<file path="src/rtl/reg_file_if.sv">
// Operand register file bus: three read ports and one write port.
// master drives addresses and write data; slave returns read data.
interface reg_file_if #(
   parameter int WIDTH  = 32,
   parameter int ADDR_W = 5
);
   logic [ADDR_W-1:0] ra0;
   logic [WIDTH-1:0]  rd0;
   logic [ADDR_W-1:0] ra1;
   logic [WIDTH-1:0]  rd1;
   logic [ADDR_W-1:0] ra2;
   logic [WIDTH-1:0]  rd2;
   logic              we;
   logic [ADDR_W-1:0] wa;
   logic [WIDTH-1:0]  wd;

   modport master (
      output ra0, ra1, ra2, we, wa, wd,
      input  rd0, rd1, rd2
   );

   modport slave (
      input  ra0, ra1, ra2, we, wa, wd,
      output rd0, rd1, rd2
   );
endinterface

</file>
<file path="src/rtl/reg_file.sv">
// ALU operand register file: x0 hardwired to zero, write-first reads,
// third read port for the debug unit, synchronous active-high reset.
module reg_file #(
   parameter int WIDTH  = 32,
   parameter int ADDR_W = 5
) (
   input logic       clk,
   input logic       rst,
   reg_file_if.slave bus
);
   localparam int DEPTH = 2 ** ADDR_W;

   logic [WIDTH-1:0] regs_q [DEPTH];
   logic [WIDTH-1:0] regs_d [DEPTH];

   // Read mux for one port: zero reg, reset blanking, bypass, storage.
   function automatic logic [WIDTH-1:0] rd_sel(
      input logic [ADDR_W-1:0] ra,
      input logic [WIDTH-1:0]  stored,
      input logic              rst_v,
      input logic              we_v,
      input logic [ADDR_W-1:0] wa_v,
      input logic [WIDTH-1:0]  wd_v
   );
      logic [WIDTH-1:0] r;
      r = stored;
      if (ra == '0 || rst_v) begin
         r = '0;
      end else if (we_v && wa_v == ra) begin
         r = wd_v;
      end
      return r;
   endfunction

   // Next-state storage: apply the write, never touching x0.
   always_comb begin
      regs_d = regs_q;
      if (bus.we && bus.wa != '0) begin
         regs_d[bus.wa] = bus.wd;
      end
   end

   // Storage update; reset clears everything and drops the pending write.
   always_ff @(posedge clk) begin
      if (rst) begin
         for (int i = 0; i < DEPTH; i++) begin
            regs_q[i] <= '0;
         end
      end else begin
         for (int i = 0; i < DEPTH; i++) begin
            regs_q[i] <= regs_d[i];
         end
      end
   end

   // Port 0: ALU operand a.
   always_comb begin
      bus.rd0 = rd_sel(bus.ra0, regs_q[bus.ra0],
                       rst, bus.we, bus.wa, bus.wd);
   end

   // Port 1: ALU operand b.
   always_comb begin
      bus.rd1 = rd_sel(bus.ra1, regs_q[bus.ra1],
                       rst, bus.we, bus.wa, bus.wd);
   end

   // Port 2: debug view, same bypass so it matches the ALU.
   always_comb begin
      bus.rd2 = rd_sel(bus.ra2, regs_q[bus.ra2],
                       rst, bus.we, bus.wa, bus.wd);
   end
endmodule

</file>
<file path="src/flat_wrapper.sv">
// flat-port wrapper written by rule: the top's interface ports become plain ports
module reg_file_flat 
#(
   parameter int WIDTH  = 32,
   parameter int ADDR_W = 5
)
  (clk, rst, bus_ra0, bus_ra1, bus_ra2, bus_we, bus_wa, bus_wd, bus_rd0, bus_rd1, bus_rd2);
  reg_file_if #(.WIDTH(WIDTH), .ADDR_W(ADDR_W)) bus_i ();
  input logic clk;
  input logic rst;
  input wire logic [$bits(bus_i.ra0)-1:0] bus_ra0;
  input wire logic [$bits(bus_i.ra1)-1:0] bus_ra1;
  input wire logic [$bits(bus_i.ra2)-1:0] bus_ra2;
  input wire logic [$bits(bus_i.we)-1:0] bus_we;
  input wire logic [$bits(bus_i.wa)-1:0] bus_wa;
  input wire logic [$bits(bus_i.wd)-1:0] bus_wd;
  output wire logic [$bits(bus_i.rd0)-1:0] bus_rd0;
  output wire logic [$bits(bus_i.rd1)-1:0] bus_rd1;
  output wire logic [$bits(bus_i.rd2)-1:0] bus_rd2;
  assign bus_i.ra0 = bus_ra0;
  assign bus_i.ra1 = bus_ra1;
  assign bus_i.ra2 = bus_ra2;
  assign bus_i.we = bus_we;
  assign bus_i.wa = bus_wa;
  assign bus_i.wd = bus_wd;
  assign bus_rd0 = bus_i.rd0;
  assign bus_rd1 = bus_i.rd1;
  assign bus_rd2 = bus_i.rd2;
  reg_file #(.WIDTH(WIDTH), .ADDR_W(ADDR_W)) u_core (.clk(clk), .rst(rst), .bus(bus_i));
endmodule
</file>
<file path="config.mk">
export PLATFORM = sky130hd
export DESIGN_NAME = reg_file_flat
export DESIGN_NICKNAME = d
export VERILOG_FILES = /design/src/rtl/reg_file_if.sv /design/src/rtl/reg_file.sv /design/src/flat_wrapper.sv
export SDC_FILE = /design/constraint.sdc
export NUM_CORES = 2
export LEC_CHECK = 0
export ABC_CLOCK_PERIOD_IN_PS = 2700
export BUFFER_PORTS_ARGS = -buffer_cell sky130_fd_sc_hd__buf_2
export CORE_MARGIN = 5
export CORE_UTILIZATION = 55
export DETAILED_ROUTE_END_ITERATION = 10
export GPL_ROUTABILITY_DRIVEN = 0
export PLACE_DENSITY = 0.74
export SLEW_MARGIN = 20
export SYNTH_ARGS = -nofsm -noshare
export SYNTH_HDL_FRONTEND = slang
export SYNTH_SLANG_ARGS = --single-unit
</file>
<file path="constraint.sdc">
create_clock -name clk -period 2.7 [get_ports clk]
set_clock_uncertainty 0.1 [all_clocks]
set_input_delay 0.54 -clock clk [delete_from_list [all_inputs] [get_ports clk]]
set_output_delay 0.54 -clock clk [all_outputs]
set_load 0.05 [all_outputs]
</file>
==> flow_results.xml <==
<?xml version="1.0" encoding="UTF-8"?>
<metrics>
  <group name="timing">
    <metric name="layout_setup_ws" unit="ps">-620</metric>
    <metric name="hold_ws" unit="ps">6.49</metric>
    <metric name="timing.slew.headroom" unit="">0.228</metric>
    <metric name="finalSetupViolations" unit="">96</metric>
    <metric name="finalCritPeriodShare" unit="">1.23</metric>
    <metric name="timing_worst_slew_pin_value" unit="ps">1160</metric>
    <metric name="period_needed" unit="ps">3320</metric>
    <metric name="timing_hold_violations_final" unit="">0</metric>
    <metric name="max_clock_freq" unit="GHz">0.301</metric>
    <metric name="timing_max_transition_violations_final" unit="">0</metric>
    <metric name="rsz0062_at_grt" unit="">true</metric>
  </group>
  <group name="layout">
    <metric name="finalNonFillerCells" unit="">8828</metric>
    <metric name="registers.top_by_ff_count" unit="">u_core.regs_q</metric>
    <metric name="flow.area_growth_from_synthesis" unit="%">28.9</metric>
    <metric name="layout_common_cells" unit="">nand2_1 (1998), a21oi_1 (1018), dfxtp_1 (906)</metric>
    <metric name="finalCoreUtilization" unit="">0.711</metric>
    <metric name="largest_register_ffs" unit="">1024</metric>
    <metric name="drive_above_1_share" unit="">0.345</metric>
    <metric name="biggestRegsByFlops" unit="">u_core.regs_q x1024</metric>
    <metric name="total_nets_final" unit="">7280</metric>
    <metric name="most_frequent_standard_cell_in_the_layout_excluding_fill_and_tap_cells" unit="">nand2_1</metric>
  </group>
  <group name="run">
    <metric name="drv.max_cap_violation_count" unit="">0</metric>
  </group>
  <group name="logic_synthesis">
    <metric name="mappedNetlistNets" unit="">6923</metric>
    <metric name="ys_dominant_reg_cell" unit="">dfxtp_1</metric>
    <metric name="synth_edf_count" unit="">0</metric>
    <metric name="post_synth_num_cell_types" unit="">44</metric>
    <metric name="avgSynthCellArea" unit="µm²">9.01</metric>
    <metric name="count_of_yosys_warnings_during_synthesis" unit="">0</metric>
    <metric name="synthArstFlopShare" unit="">0</metric>
    <metric name="post_synth_inst_count" unit="">6868</metric>
    <metric name="synth.yosys.seq_area_share" unit="">0.331</metric>
    <metric name="ys_ff_latch" unit="">1024</metric>
    <metric name="synth_cell_area" unit="µm²">61900</metric>
  </group>
  <group name="global_routing">
    <metric name="most_used_layer_global_route" unit="">met2</metric>
    <metric name="grt_overflow_total" unit="">0</metric>
    <metric name="vias_in_the_first_global_route" unit="">63400</metric>
    <metric name="grt_max_degree" unit="">225</metric>
    <metric name="met1_resource_use_gr" unit="">0.519</metric>
    <metric name="grtUsageTotal" unit="">0.442</metric>
    <metric name="met2_usage" unit="">0.630</metric>
    <metric name="grt_first_pass_wirelength" unit="µm">403000</metric>
    <metric name="grt_antenna_before_repair" unit="">15</metric>
    <metric name="globalRouteMet3Util" unit="">0.167</metric>
  </group>
  <group name="die">
    <metric name="die_y" unit="µm">345</metric>
    <metric name="placement_rows" unit="">123</metric>
    <metric name="floorplan.initialDensity" unit="">0.551</metric>
    <metric name="fp.dieW" unit="µm">345</metric>
    <metric name="die-area" unit="µm²">119000</metric>
    <metric name="placeableCoreArea" unit="µm²">112000</metric>
    <metric name="io_pins" unit="">151</metric>
  </group>
  <group name="clock_tree">
    <metric name="tritoncts" unit="">built</metric>
    <metric name="clock_tree.htree_level_count" unit="">3</metric>
    <metric name="numCtsBuffers" unit="">111</metric>
    <metric name="clk_latency" unit="ps">740</metric>
    <metric name="path_clk_slew" unit="ps">60</metric>
    <metric name="cts.sink_count" unit="">1024</metric>
    <metric name="clock-root-buffer" unit="">clkbuf_16</metric>
    <metric name="cts_max_path_buffers" unit="">3</metric>
  </group>
  <group name="critical_path">
    <metric name="criticalPathCategory" unit="">in -&gt; out</metric>
    <metric name="path_max_fanout" unit="">8</metric>
    <metric name="data_arrival_time_at_the_worst_slack_endpoint" unit="ps">2680</metric>
    <metric name="worstSetupEndpointType" unit="">output pin</metric>
    <metric name="worstPathRequired" unit="ps">2060</metric>
    <metric name="worst_setup_path_start_kind" unit="">input pin</metric>
  </group>
  <group name="drt">
    <metric name="route.detailed.wl_per_inst" unit="µm">32.5</metric>
    <metric name="detailroute.via_count" unit="">65800</metric>
    <metric name="wirelength" unit="µm">287000</metric>
    <metric name="detail_route.drc_violations" unit="">1</metric>
    <metric name="drt_iter0_markers" unit="">12300</metric>
    <metric name="ant_nets" unit="">0</metric>
    <metric name="drtPass1Iterations" unit="">11</metric>
    <metric name="route.detailed.vias_per_inst" unit="">7.45</metric>
  </group>
  <group name="pwr">
    <metric name="p_leak" unit="nW">27.4</metric>
    <metric name="fin_total_pwr" unit="W">0.0388</metric>
    <metric name="pwr_density_cell" unit="nW/µm²">487</metric>
    <metric name="maximum_vdd_drop" unit="mV">0.617</metric>
  </group>
  <group name="place">
    <metric name="dp_cells" unit="">8449</metric>
    <metric name="place_hpwl" unit="µm">169000</metric>
    <metric name="place.port_buffers" unit="">150</metric>
  </group>
  <group name="outcome">
    <metric name="failing_checks" unit="">design-rule violations, negative setup slack</metric>
    <metric name="outcome" unit="">complete, but fails checks</metric>
  </group>
  <group name="worst_hold_path">
    <metric name="min_path_type" unit="">in -&gt; reg</metric>
  </group>
</metrics>
## worst max-delay path, stage by stage
cell	delay, ps
buf_16	140
buf_12	170
nor2b_4	140
buf_12	170
buf_12	150
buf_12	130
a221oi_1	460
o21bai_1	210
a21oi_4	210
a221o_2	170
buf_8	150
## logic make-up after synthesis
family / synth area share
xor gates and xnor gates: 0.00212
DFF: 0.331
and+or+nand+nor: 0.146
buffers and inverters: 0.0609
AOI/OAI and AO/OA: 0.168
muxes: 0.291
## where the power goes
group	switching, W	internal [W]	total, W
Combinational	0.00380	0.00267	0.00647
Sequential	0.000119	0.0152	0.0153
Clock	0.00695	0.0101	0.0170
## worst paths after layout
| kind | startpoint | end | slack (ps) | depth (start not counted) |
|---|---|---|---|---|
| max | bus_ra1[1] | bus_rd1[11] | -620 | 11 |
| min | bus_wd[14] | u_core.regs_q[494]$_SDFFE_PP0P_ | 6 | 3 |
| max reg2reg | u_core.regs_q[263]$_SDFFE_PP0P_ | u_core.regs_q[263]$_SDFFE_PP0P_ | 1730 | 2 |
| min reg2reg | u_core.regs_q[777]$_SDFFE_PP0P_ | u_core.regs_q[777]$_SDFFE_PP0P_ | 370 | 2 |
## Yosys cell counts, types with 3 or more instances
cell,count,area [µm²]
buf_2,205,1030
a211oi_1,156,1170
buf_12,6,120
a221o_1,93,931
o21ai_0,24,120
inv_1,7,26.3
or2_2,5,31.3
and2_1,5,31.3
a221oi_1,189,1660
buf_4,32,240
and2b_1,4,30.0
clkbuf_1,432,1620
nor2b_1,125,782
o21ai_1,45,225
mux2i_1,480,4800
nor3b_1,4,30.0
nor2_1,100,375
dfxtp_1,1024,20500
buf_6,44,495
mux4_2,535,12000
buf_8,3,45.0
nand4_1,3,18.8
nor3_1,6,30.0
xnor2_1,15,131
a21oi_1,1058,5300
o21bai_1,32,240
and3b_1,3,26.3
buf_1,47,176
a22oi_1,93,698
mux4_1,44,1160
and3_1,3,18.8
nand2_1,2026,7600
nand3b_1,3,22.5
## metrics by stage
stage	area, µm²	TNS [ps]	setup slack, ps
6_report	79800	-47040	-620
3_5_place_dp	69700	-54130	-725
5_1_grt	79800	-46600	-638
3_3_place_gp	69700	-52150	-727
2_1_floorplan	62700	-8580	-153
4_1_cts	78200	-38250	-488
## cell type report
type / count / area (µm²)
clock inverter: 52 / 753
inverter: 7 / 26.3
timing repair buffer: 1015 / 12500
tap: 1500 / 1880
antenna: 8 / 20.0
sequential: 1024 / 20600
clock buffer: 156 / 3250
multi-input combinational: 5066 / 40700
fill: 7117 / 32400
## layer usage
metal / up-vias / routed length, µm
li1: 25600 / -
met1: 30600 / 86800
met2: 6937 / 116000
met3: 2583 / 49900
met4: 8 / 34700
met5: - / 50
## repair_timing
action                                  4_1_cts  5_1_grt
resized for setup                           750      219
buffers inserted                            100       36
endpoints found under the hold margin         4        0
endpoints found under the setup margin       96       96
pin swaps                                   208       56
gates cloned                                 30        8
hold buffers                                  2        0
Power figures use the tool's default switching activity.
